File: src/rtl/crossbar_port_sched.sv
// crossbar_port_sched
//   Packet-level round-robin scheduler for one crossbar output port. Grants one
//   requesting input port, holds the grant until the last beat of the packet
//   is accepted, then rotates priority to the port after the winner.
//
//   Optional feature macro: CROSSBAR_SCHED_TIMEOUT_EN
//     Adds a stall watchdog that force-releases a grant after TIMEOUT_CYC
//     consecutive cycles without an accepted beat.
//
//   Ports
//     i_sys_clk, i_sys_rst_n : clock, asynchronous active-low reset
//     i_req                  : per-input request vector
//     i_beat_valid/ready/last: beat handshake of the granted (muxed) input
//     o_grant / o_grant_idx  : one-hot grant and its binary index (mux select)
//     o_grant_valid          : a grant is active
//     o_pkt_done             : 1-cycle pulse when a grant is released
//     o_timeout              : 1-cycle pulse when the release was a watchdog one
module crossbar_port_sched #(
  parameter int PORT_NUM    = 10,
  parameter int IDX_W       = 4,
  parameter int TIMEOUT_CYC = 1023
) (
  input  logic                i_sys_clk,
  input  logic                i_sys_rst_n,
  input  logic [PORT_NUM-1:0] i_req,
  input  logic                i_beat_valid,
  input  logic                i_beat_ready,
  input  logic                i_beat_last,
  output logic [PORT_NUM-1:0] o_grant,
  output logic [IDX_W-1:0]    o_grant_idx,
  output logic                o_grant_valid,
  output logic                o_pkt_done,
  output logic                o_timeout
);

  typedef enum logic [1:0] {IDLE, XFER, RELEASE} state_e;

  state_e              state_q, state_d;
  logic [PORT_NUM-1:0] pri_q, pri_d;
  logic [PORT_NUM-1:0] grant_q, grant_d;
  logic [IDX_W-1:0]    idx_q, idx_d;
  logic                gv_q, gv_d;
  logic                done_q, done_d;

  logic                  beat_acc;
  logic                  stall_hit;
  logic [2*PORT_NUM-1:0] req_dbl, win_dbl;
  logic [PORT_NUM-1:0]   win;
  logic [IDX_W-1:0]      win_idx;

  assign beat_acc = i_beat_valid & i_beat_ready;

  // First set request at or above the pointer, with wrap: subtracting the
  // one-hot pointer from the doubled vector clears exactly the lowest set
  // bit at/above it; the upper copy catches the wrapped case.
  assign req_dbl = {i_req, i_req};
  assign win_dbl = req_dbl & ~(req_dbl - {{PORT_NUM{1'b0}}, pri_q});
  assign win     = win_dbl[PORT_NUM-1:0] | win_dbl[2*PORT_NUM-1:PORT_NUM];

  always_comb begin
    win_idx = '0;
    for (int i = 0; i < PORT_NUM; i++)
      if (win[i]) win_idx = IDX_W'(i);
  end

  always_comb begin
    state_d = state_q;
    pri_d   = pri_q;
    grant_d = grant_q;
    idx_d   = idx_q;
    gv_d    = gv_q;
    done_d  = 1'b0;
    case (state_q)
      IDLE: begin
        if (|i_req) begin
          grant_d = win;
          idx_d   = win_idx;
          gv_d    = 1'b1;
          state_d = XFER;
        end
      end
      XFER: begin
        if ((beat_acc && i_beat_last) || stall_hit) state_d = RELEASE;
      end
      RELEASE: begin
        grant_d = '0;
        idx_d   = '0;
        gv_d    = 1'b0;
        done_d  = 1'b1;
        // grant is one-hot, so rotating it left is one-hot(idx+1 mod N)
        pri_d   = {grant_q[PORT_NUM-2:0], grant_q[PORT_NUM-1]};
        state_d = IDLE;
      end
      default: state_d = IDLE;
    endcase
  end

  always_ff @(posedge i_sys_clk or negedge i_sys_rst_n) begin
    if (!i_sys_rst_n) begin
      state_q <= IDLE;
      pri_q   <= PORT_NUM'(1);
      grant_q <= '0;
      idx_q   <= '0;
      gv_q    <= 1'b0;
      done_q  <= 1'b0;
    end else begin
      state_q <= state_d;
      pri_q   <= pri_d;
      grant_q <= grant_d;
      idx_q   <= idx_d;
      gv_q    <= gv_d;
      done_q  <= done_d;
    end
  end

`ifdef CROSSBAR_SCHED_TIMEOUT_EN
  localparam int CNT_W = $clog2(TIMEOUT_CYC + 1);

  logic [CNT_W-1:0] cnt_q;
  logic             tpend_q;  // current RELEASE was caused by the watchdog
  logic             to_q;

  // cnt_q counts stalls already seen; this cycle is stall number cnt_q+1
  assign stall_hit = (state_q == XFER) && !beat_acc &&
                     (cnt_q == CNT_W'(TIMEOUT_CYC - 1));

  always_ff @(posedge i_sys_clk or negedge i_sys_rst_n) begin
    if (!i_sys_rst_n) begin
      cnt_q   <= '0;
      tpend_q <= 1'b0;
      to_q    <= 1'b0;
    end else begin
      to_q <= (state_q == RELEASE) && tpend_q;
      if (state_q == XFER && stall_hit) tpend_q <= 1'b1;
      else if (state_q == RELEASE)      tpend_q <= 1'b0;
      if (state_q != XFER || beat_acc)  cnt_q   <= '0;
      else                              cnt_q   <= cnt_q + 1'b1;
    end
  end

  assign o_timeout = to_q;
`else
  logic unused_cfg;
  assign unused_cfg = (TIMEOUT_CYC > 0);
  assign stall_hit  = 1'b0;
  assign o_timeout  = 1'b0;
`endif

  assign o_grant       = grant_q;
  assign o_grant_idx   = idx_q;
  assign o_grant_valid = gv_q;
  assign o_pkt_done    = done_q;

endmodule

File: config.mk
export PLATFORM = sky130hd
export DESIGN_NAME = crossbar_port_sched
export DESIGN_NICKNAME = d
export VERILOG_FILES = /design/src/rtl/crossbar_port_sched.sv
export SDC_FILE = /design/constraint.sdc
export NUM_CORES = 1
export LEC_CHECK = 0
export ABC_AREA = 1
export BUFFER_PORTS_ARGS = -buffer_cell sky130_fd_sc_hd__buf_2
export CAP_MARGIN = 15
export CORE_ASPECT_RATIO = 0.7
export CORE_MARGIN = 5
export CORE_UTILIZATION = 40
export DETAILED_ROUTE_END_ITERATION = 8
export GPL_TIMING_DRIVEN = 0
export PLACE_DENSITY_LB_ADDON = 0.08
export RECOVER_POWER = 100
export SLEW_MARGIN = 20
export SYNTH_ARGS = -nofsm -noshare
export SYNTH_HDL_FRONTEND = slang
export SYNTH_SLANG_ARGS = --single-unit
File: constraint.sdc
create_clock -name i_sys_clk -period 5.1 [get_ports i_sys_clk]
set_input_delay 1.02 -clock i_sys_clk [delete_from_list [all_inputs] [get_ports i_sys_clk]]
set_output_delay 1.02 -clock i_sys_clk [all_outputs]
set_load 0.01 [all_outputs]
======== After elaboration in Yosys (flattened, before gate mapping) ========
Index checks and enable logic that the tools add are counted.
storage, ports and cells
  flip-flop bits (word level) ............. 28
  bits of input ports ..................... 15
  output and inout bits ................... 17
  logic and storage cells ................. 40
cells by class
  add/sub/neg operators ................... 1
  eq/ne operators ......................... 4
  mux-type cells .......................... 19
  bitwise gates (word level) .............. 4
  reduce and logical (&&, ||, !) cells .... 6
operator list
  cell                                                                   count
  4-bit 2-to-1 mux                                                       7
  20-bit AND                                                             1
  20-bit NOT                                                             1
  10-bit case mux with 2 select lines                                    1
  20-bit by 10-bit subtractor with 20-bit output                         1
  10-bit 2-to-1 mux                                                      1
  10-bit OR                                                              1
  10-bit OR reduction                                                    1
  2-bit 2-to-1 mux                                                       4
  4-bit case mux with 2 select lines                                     1
  2-bit inequality test, second input constant                           2
  2-bit case mux with 2 select lines                                     1
  2-bit AND reduction                                                    2
  1-bit 2-to-1 mux                                                       3
  2-bit by 1-bit equality test with 1-bit output, second input constant  1
  2-bit equality test, second input constant                             1
  2-bit zero test                                                        1
  1-bit case mux with 2 select lines                                     1
  2-bit nonzero test                                                     1
  1-bit AND                                                              1
  1-bit logical AND                                                      1

======== Longest topological paths before layout ========
Gate-level depths: netlist (run 1).
  depth after elaboration ................. 15
  mapped depth ............................ 18

======== Least setup slack after synthesis (run 1) ========
OpenSTA, ideal clock, no wires.
  path type ............................... input port to flip-flop
  start point ............................. input i_req[0]
  end point ............................... register idx_q[1], in the netlist o_grant_idx[1]
  setup time .............................. 0.116 ns
  data arrival time ....................... 2.395 ns
  slack ................................... 2.588 ns
  stages on the path ...................... 16
  path buffers ............................ 0
  cell sequence ........................... inv_2 -> nand2_2 -> fa_1 -> nand3_1 -> nand2_2 -> nand2_1 -> nand2_2 -> nand2_2 -> nand3_1 -> nand2_1 -> nand2_1 -> and2_1 -> nand2_1 -> nand2_1 -> nand2_1 -> nand2_1
on the way
  cells in the longest elaborated chain, start to end .. 14
  elaborated cells on any way between the ends .. 17
  classes of those cells .................. add/sub (1); eq/ne (1); mux (10); bitwise (3); reduce/logical (2)
RTL lines
  item                                            line  text
  start, declared                                 25    input logic [PORT_NUM-1:0] i_req,
  20-bit by 10-bit subtractor with 20-bit output  57    assign win_dbl = req_dbl & ~(req_dbl - {{PORT_NUM{1'b0}}, pri_q});
  20-bit NOT                                      57
  20-bit AND                                      57
  10-bit OR                                       58    assign win = win_dbl[PORT_NUM-1:0] | win_dbl[2*PORT_NUM-1:PORT_NUM];
  2-bit 2-to-1 mux (2 in series)                  63    if (win[i]) win_idx = IDX_W'(i);
  4-bit 2-to-1 mux (6 in series)                  63
  4-bit 2-to-1 mux                                75    if (|i_req) begin
  4-bit case mux with 2 select lines              73    case (state_q)
  end signal, assigned                            110   idx_q <= idx_d;
  end, declared                                   41    logic [IDX_W-1:0] idx_q, idx_d;
Several ways; a longest one is shown, not always the timed one. The select of a mux whose other input is x is not followed.
A chain may end at the register's enable or synchronous reset.

======== Worst setup path in the final report (run 1) ========
  start point ............................. input i_req[1]
  end point ............................... register grant_q[4], in the netlist o_grant[4]
on the way
  cells in the longest elaborated chain, start to end .. 6
  elaborated cells on any way between the ends .. 9
  classes of those cells .................. add/sub (1); eq/ne (1); mux (2); bitwise (3); reduce/logical (2)
RTL lines
  item                                            line  text
  20-bit by 10-bit subtractor with 20-bit output  57
  20-bit NOT                                      57
  20-bit AND                                      57
  10-bit OR                                       58
  10-bit 2-to-1 mux                               75
  10-bit case mux with 2 select lines             73
  end signal, assigned                            109   grant_q <= grant_d;
  end, declared                                   40    logic [PORT_NUM-1:0] grant_q, grant_d;
Several ways; a longest one is shown, not always the timed one. The select of a mux whose other input is x is not followed.

==> impl_metrics.ini, run 1 <==
[timing]
skew_ns = 0.001831
setup_viol = 0
hold_viol = 0
setup_tns_ns = 0
min_period_ns = 3.309
rsz0062_at_grt = false
drv_slew = 0
worst_slack_ns = 1.791
timing.final.crit_share = 0.6489
relSlewSlack = 0.007853
max_freq_ghz = 0.3022
tightestPinTransition_ns = 1.488

[setup_path]
crit_type = in -> reg
slowest_delay_ns = 0.41
cp.arrival_ns = 3.50
end_kind = flop
crit_path_frequent_cell = nand2_1
r2r_start = pri_q[0]
startpoint_type = input pin
crit_start = i_req[1]
cp_cell_sequence = clkbuf_1 > inv_1 > nand2_1 > nor3_1 > nand3_1 > inv_1 > nand2_1 > nand2_1 > clkinvlp_2 > nor2_1 > clkbuf_1 > nand2_1 > o21ai_0
crit_buf_inv = 5
required_ns = 5.29
cp_slowest_cell = clkbuf_1
cp_max_fo = 10
crit_family = simple AND/OR/NAND/NOR gates

[flow_run]
cap_violations = 1

[synth]
yosysTopAreaCell = dfrtp_1
yosysWarnings = 0
syn-cell-area_sq_um = 1928
synth-seq-cells = 28
syn-num-nets = 301
synth_area_leaders = dfrtp_1 (35%), nand2_1 (20%), inv_1 (6.6%)
syn_inst = 276
synth_area_per_cell_sq_um = 6.986
yosysUniqueCellTypes = 36
yosysTopAreaCellShare = 0.3504
ys_seq_area_frac = 0.3640

[global_route]
grt_max_degree = 29
grtUsageTotal = 0.1663
met1_usage = 0.2568
met3_usage = 0.03626
top_usage_layer = met1
met2_usage = 0.2359
grt_first_pass_wirelength_um = 8128
antenna_found_initial = 0
grt_pass1_vias = 1668
grt-ovfl-total = 0

[clock_tree]
cts_buffers = 3
cts.repair.resized = 0
clk_pin_slew_ns = 0.09
post_cts_buffers = 0
hold_buffers = 0
clk_latency_ns = 0.28
clockBufferDepth = 2
cts_tree = done
htreeDepth = 1
cts.sinks = 28
root_buffer = clkbuf_8

[routing]
routed_wirelength_um = 4912
dr.pass1.iters = 4
drc = 0
drt_iter0_drc = 78
via_per_inst = 4.910
wl_per_cell_um = 13.38
vias = 1802
ant_nets = 0

[floorplan]
ioPinCount = 32
initial_core_util = 0.4077
rows = 21
dieHeight_um = 68.09
fp.coreArea_sq_um = 4730
chipWidth_um = 92.98
die-area_sq_um = 6331

[power]
power_density_nw_per_um2 = 552.1
p_leak_nw = 1.134
peakVddDrop_uv = 202.0

[outcome]
violations = max-capacitance violations
status = complete, but fails checks

[finish]
fin_area_sq_um = 2140
layout.nets = 336
area_growth_pct = 10.97
drive_gt1_frac = 0.1065
fillers = 508
n_antenna_cell = 0

[hold_path]
hp-start = o_grant_valid
hold_path.class = reg -> reg

[placed_design]
pre_cts_ws_ns = 2.214
place_hpwl_um = 4022
numPortBuffers = 30
placed_cell_area_sq_um = 2150
place_congestion = 0.8488
==> worst reg2reg max path, delay by kind of cell (launching register included) <==
| family | cells | cell delay [ns] |
|---|---|---|
| AND/OR/NAND/NOR | 14 | 1.19 |
| flip-flops | 1 | 0.55 |
| adder cells (fa/ha/maj) | 1 | 0.40 |
==> cells by family after synthesis <==
family          after synthesis  share of synthesized area
simple gates                157                     0.3530
fa+ha+maj                    10                    0.06879
xor+xnor                      5                    0.02271
other cells                   1                   0.001945
flops                        28                     0.3641
buf+inv                      44                    0.09280
compound gates               31                    0.09670
==> sequential cells by signal (all words and copies together), names as in the netlist <==
name,flops
o_pkt_done,1
o_grant_valid,1
o_grant_idx,4
state_q,2
o_grant,10
pri_q,10
==> stage by stage <==
stage | hold slack, ns | cells | total power [mW] | util
global placement | 0.4527 | 363 | 1.079 | 0.4545
finish | 0.4813 | 367 | 1.181 | 0.4524
floorplan | 0.4899 | 276 | 0.8814 | -
detailed placement | 0.4589 | 363 | 1.085 | 0.4545
global route | 0.5198 | 367 | 1.307 | 0.4524
CTS | 0.4820 | 367 | 1.225 | 0.4661
==> report_power, final <==
group          internal, mW  switching [mW]  leakage [nW]
Combinational         0.238           0.441         0.743
Sequential            0.315          0.0486         0.361
Clock                0.0692          0.0697        0.0288
==> final timing paths <==
check	endpoint	slack, ns	cells past startpoint
worst min-delay path	o_grant_valid	0.48	2
worst min register to register	o_grant_valid	0.48	2
max in group asynchronous	pri_q[9]	3.15	1
worst max register to register	o_grant_idx[1]	2.87	15
worst max-delay path	o_grant[4]	1.79	13
min in group asynchronous	pri_q[5]	1.08	1
==> synth_stat cells, drive strengths merged <==
master and instances:
nand2 110, inv 40, dfrtp 27, nor2 23, o21ai 18, nand3 13
ha 9, a21oi 7, nand4 4, xor2 4, nor3 3, a21boi 2
a32o 2, and2 2, buf 2, clkbuf 2, o21bai 2, or2 2
conb 1, dfstp 1, fa 1, xnor2 1
==> area by class of cell <==
class	count	area, sq um	share of cell area
plain buffers	4	18.77	0.008772
clock buffers	4	55.05	0.02573
inverters	40	151.4	0.07076
multi-input cells	204	1013	0.4737
flip-flops and latches	28	701.9	0.3281
well taps	57	71.32	0.03333
repair buffers	30	127.6	0.05965
==> per-layer routing <==
metal  share of wire  vias up
met2            0.39       50
met1            0.53      818
met5               0        -
met3           0.073        4
li1                -      930
met4          0.0069        0
==> placed cells by master, fill, tap and decap left out, types with 4 or more instances in the layout <==
cell	Yosys	layout
a21oi_1	6	6
buf_2	0	12
clkbuf_1	2	21
clkbuf_8	0	4
dfrtp_1	27	27
ha_1	9	9
inv_1	34	36
nand2_1	101	104
nand2_2	8	6
nand3_1	13	13
nand4_1	4	4
nor2_1	22	23
o21ai_0	12	14
xor2_1	4	4
(Power assumes the default switching activity.)
==> run 2: changes to the inputs <==
--- a/config.mk
+++ b/config.mk
@@ -5,7 +5,7 @@
 export SDC_FILE = /design/constraint.sdc
 export NUM_CORES = 1
 export LEC_CHECK = 0
-export ABC_AREA = 1
+export ABC_AREA = 0
 export BUFFER_PORTS_ARGS = -buffer_cell sky130_fd_sc_hd__buf_2
 export CAP_MARGIN = 15
 export CORE_ASPECT_RATIO = 0.7
==> constraint.sdc (replaced) <==
create_clock -name i_sys_clk -period 2.85 [get_ports i_sys_clk]
set_input_delay 0.57 -clock i_sys_clk [delete_from_list [all_inputs] [get_ports i_sys_clk]]
set_output_delay 0.57 -clock i_sys_clk [all_outputs]
set_load 0.01 [all_outputs]
==> run 2 against run 1 <==
Utilization up 3.3 points. The flow finishes with violations (max-capacitance violations, max-slew violations). Global-route usage is 0.15 points higher. Synthesized cell count decreased by 33%.
==> impl_metrics.ini, run 2 <==
[timing]
timing.final.crit_share = 0.9669
max_freq_ghz = 0.3629
tightestPinTransition_ns = 1.510
relSlewSlack = -0.006982
setup_viol = 0
worst_slack_ns = 0.09424
min_period_ns = 2.756
skew_ns = 0.009647
whs_ns = 0.4944
hold_viol = 0
drv_slew = 29

[clock_tree]
htreeDepth = 1
cts.sinks = 28
clk_latency_ns = 0.27
cts_tree = done
clockBufferDepth = 2
clk_pin_slew_ns = 0.09
root_buffer = clkbuf_8
cts_buffers = 3

[finish]
drive_gt1_frac = 0.1786
layout.nets = 250
area_growth_pct = 18.50
fin_area_sq_um = 2076
final_cells = 279
n_antenna_cell = 0
final_common_cell = nand2_1
mostFrequentLayoutCells = nand2_1 (28), dfrtp_1 (27), clkbuf_1 (21)

[placed_design]
placed_cell_area_sq_um = 1971
dpl.cell_count = 271
place_congestion = 0.9796
pre_cts_ws_ns = -0.3625
numPortBuffers = 30
place_hpwl_um = 3588

[synth]
synth_area_per_cell_sq_um = 9.418
syn_inst = 186
synth_most_common_cell = nand2_1
syn-cell-area_sq_um = 1752
yosysTopAreaCellShare = 0.3857
synth_common_cells = nand2_1 (28), dfrtp_1 (27), o21ai_0 (18)
yosysTopAreaCell = dfrtp_1
synth_area_leaders = dfrtp_1 (39%), ha_1 (6.4%), nand2_1 (6.0%)
postSynth.asyncResetShare = 1.000
synthFlopType = dfrtp_1
syn-num-nets = 211
yosysWarnings = 0
ys_seq_area_frac = 0.4007
synth-seq-cells = 28
yosysUniqueCellTypes = 53
synth-edff-count = 0

[power]
p_leak_nw = 0.9152
peakVddDrop_uv = 370.0
total_power_mw = 2.104
power_density_nw_per_um2 = 1013

[setup_path]
crit_start = pri_q[0]
crit_type = reg -> reg
startpoint_type = flop
end_kind = flop
required_ns = 3.06
crit_buf_inv = 0
cp.arrival_ns = 2.96
timing.rr.end = o_grant_idx[2]
crit_path_frequent_cell = a21o_1
reg2regPathDepth = 9
crit_family = compound AO/OA/AOI/OAI gates
cp_cell_sequence = nand2b_4 > fa_2 > a21o_1 > a221o_1 > a21o_1 > o41ai_1 > nand2_1 > nand3_1 > a22o_1
slowest_delay_ns = 0.57
r2r_start = pri_q[0]
cp_slowest_cell = dfstp_2
cp_max_fo = 4
worst-path-stages = 9
ff2ff_setup_slack_ns = 0.09
crit_end = o_grant_idx[2]

[routing]
routed_wirelength_um = 4603
via_per_inst = 5.523
ant_nets = 0
vias = 1541
dr.pass1.iters = 4
drc = 0
wl_per_cell_um = 16.50
drt_iter0_drc = 129

[floorplan]
die-area_sq_um = 5824
rows = 20
dieHeight_um = 65.37
ioPinCount = 32
fp.coreArea_sq_um = 4279
chipWidth_um = 89.10
initial_core_util = 0.4094

[global_route]
grt-ovfl-total = 0
antenna_found_initial = 0
grt_pass1_vias = 1523
grtUsageTotal = 0.1679
grt_first_pass_wirelength_um = 7631
grt_max_degree = 29

[outcome]
status = complete, but fails checks
violations = max-capacitance violations, max-slew violations

[hold_path]
hold_path.class = reg -> reg
hp-start = o_grant[0]

[flow_run]
cap_violations = 1
## run 2: changes by cell type after synthesis, sizes merged, moves of 5 or more
| cell | before | now |
|---|---|---|
| nand2 | 110 | 28 |
| inv | 40 | 11 |
| nor2 | 23 | 9 |
| nand3 | 13 | 5 |
| a21o | 0 | 6 |
| a22o | 0 | 5 |
## run 2: layout make-up
| class | count | area, sq um |
|---|---|---|
| Timing Repair Buffer | 34 | 157.7 |
| Inverter | 11 | 41.29 |
| Sequential cell | 28 | 701.9 |
| Clock buffer | 4 | 45.04 |
| Fill cell | 407 | 2203 |
| Multi-Input combinational cell | 142 | 1030 |
| Buffer | 5 | 31.28 |
| Tap cell | 55 | 68.82 |
## run 2: metal layers
layer | track usage | share of wire | wire (um) | up-vias
met1 | 0.2502 | 0.49 | 2235 | 738
met4 | 0.02974 | 0.0096 | 44 | 0
met3 | 0.04261 | 0.062 | 284 | 6
met5 | 0 | 0 | 0 | -
li1 | - | - | - | 752
met2 | 0.2463 | 0.44 | 2039 | 45
## run 2: kinds of logic (layout without fill, tap and decap cells)
logic type	count (synthesis)	in the layout	share of synthesized area
flip-flops	28	28	0.4007
AO/OA/AOI/OAI	59	59	0.2400
XOR/XNOR	8	8	0.04000
buffers and inverters	16	54	0.04143
other	1	1	0.002141
adder cells (fa/ha/maj)	10	10	0.07572
AND/OR/NAND/NOR	63	63	0.1936
multiplexers	1	1	0.006428
## run 2: worst min-delay path, cell delays in order, from the launching register on
cell,delay (ns)
dfrtp_1,0.37
nand2_1,0.05
nand2_1,0.05
## run 2: how the worst min path moves through the flow
| stage | end | cells after the start |
|---|---|---|
| 6_report | o_grant[0] | 2 |
| 5_1_grt | o_grant[0] | 2 |
| 4_1_cts | pri_q[5] | 1 |
| 3_5_place_dp | o_grant[0] | 2 |
| 3_3_place_gp | o_grant[0] | 2 |
| 2_1_floorplan | o_grant[0] | 0 |
## run 2: metrics by stage
| stage | utilization | TNS [ns] |
|---|---|---|
| after floorplan | - | 0 |
| after global placement | 0.4605 | -0.9585 |
| after detailed placement | 0.4605 | -1.135 |
| after CTS | 0.4737 | 0 |
| after global routing | 0.4851 | -0.003038 |
| final | 0.4851 | 0 |
## run 2: report_power, final
group | internal, mW | leakage, nW | switching [mW]
Clock | 0.100 | 0.0228 | 0.114
Combinational | 0.531 | 0.532 | 0.718
Sequential | 0.551 | 0.361 | 0.0895
Total | 1.18 | 0.915 | 0.922
## run 2: what timing repair did
item	CTS	global route
setup endpoints to repair	2	3
hold buffers	0	0
setup buffers	0	4
resized for setup	2	10
pin swaps	0	10
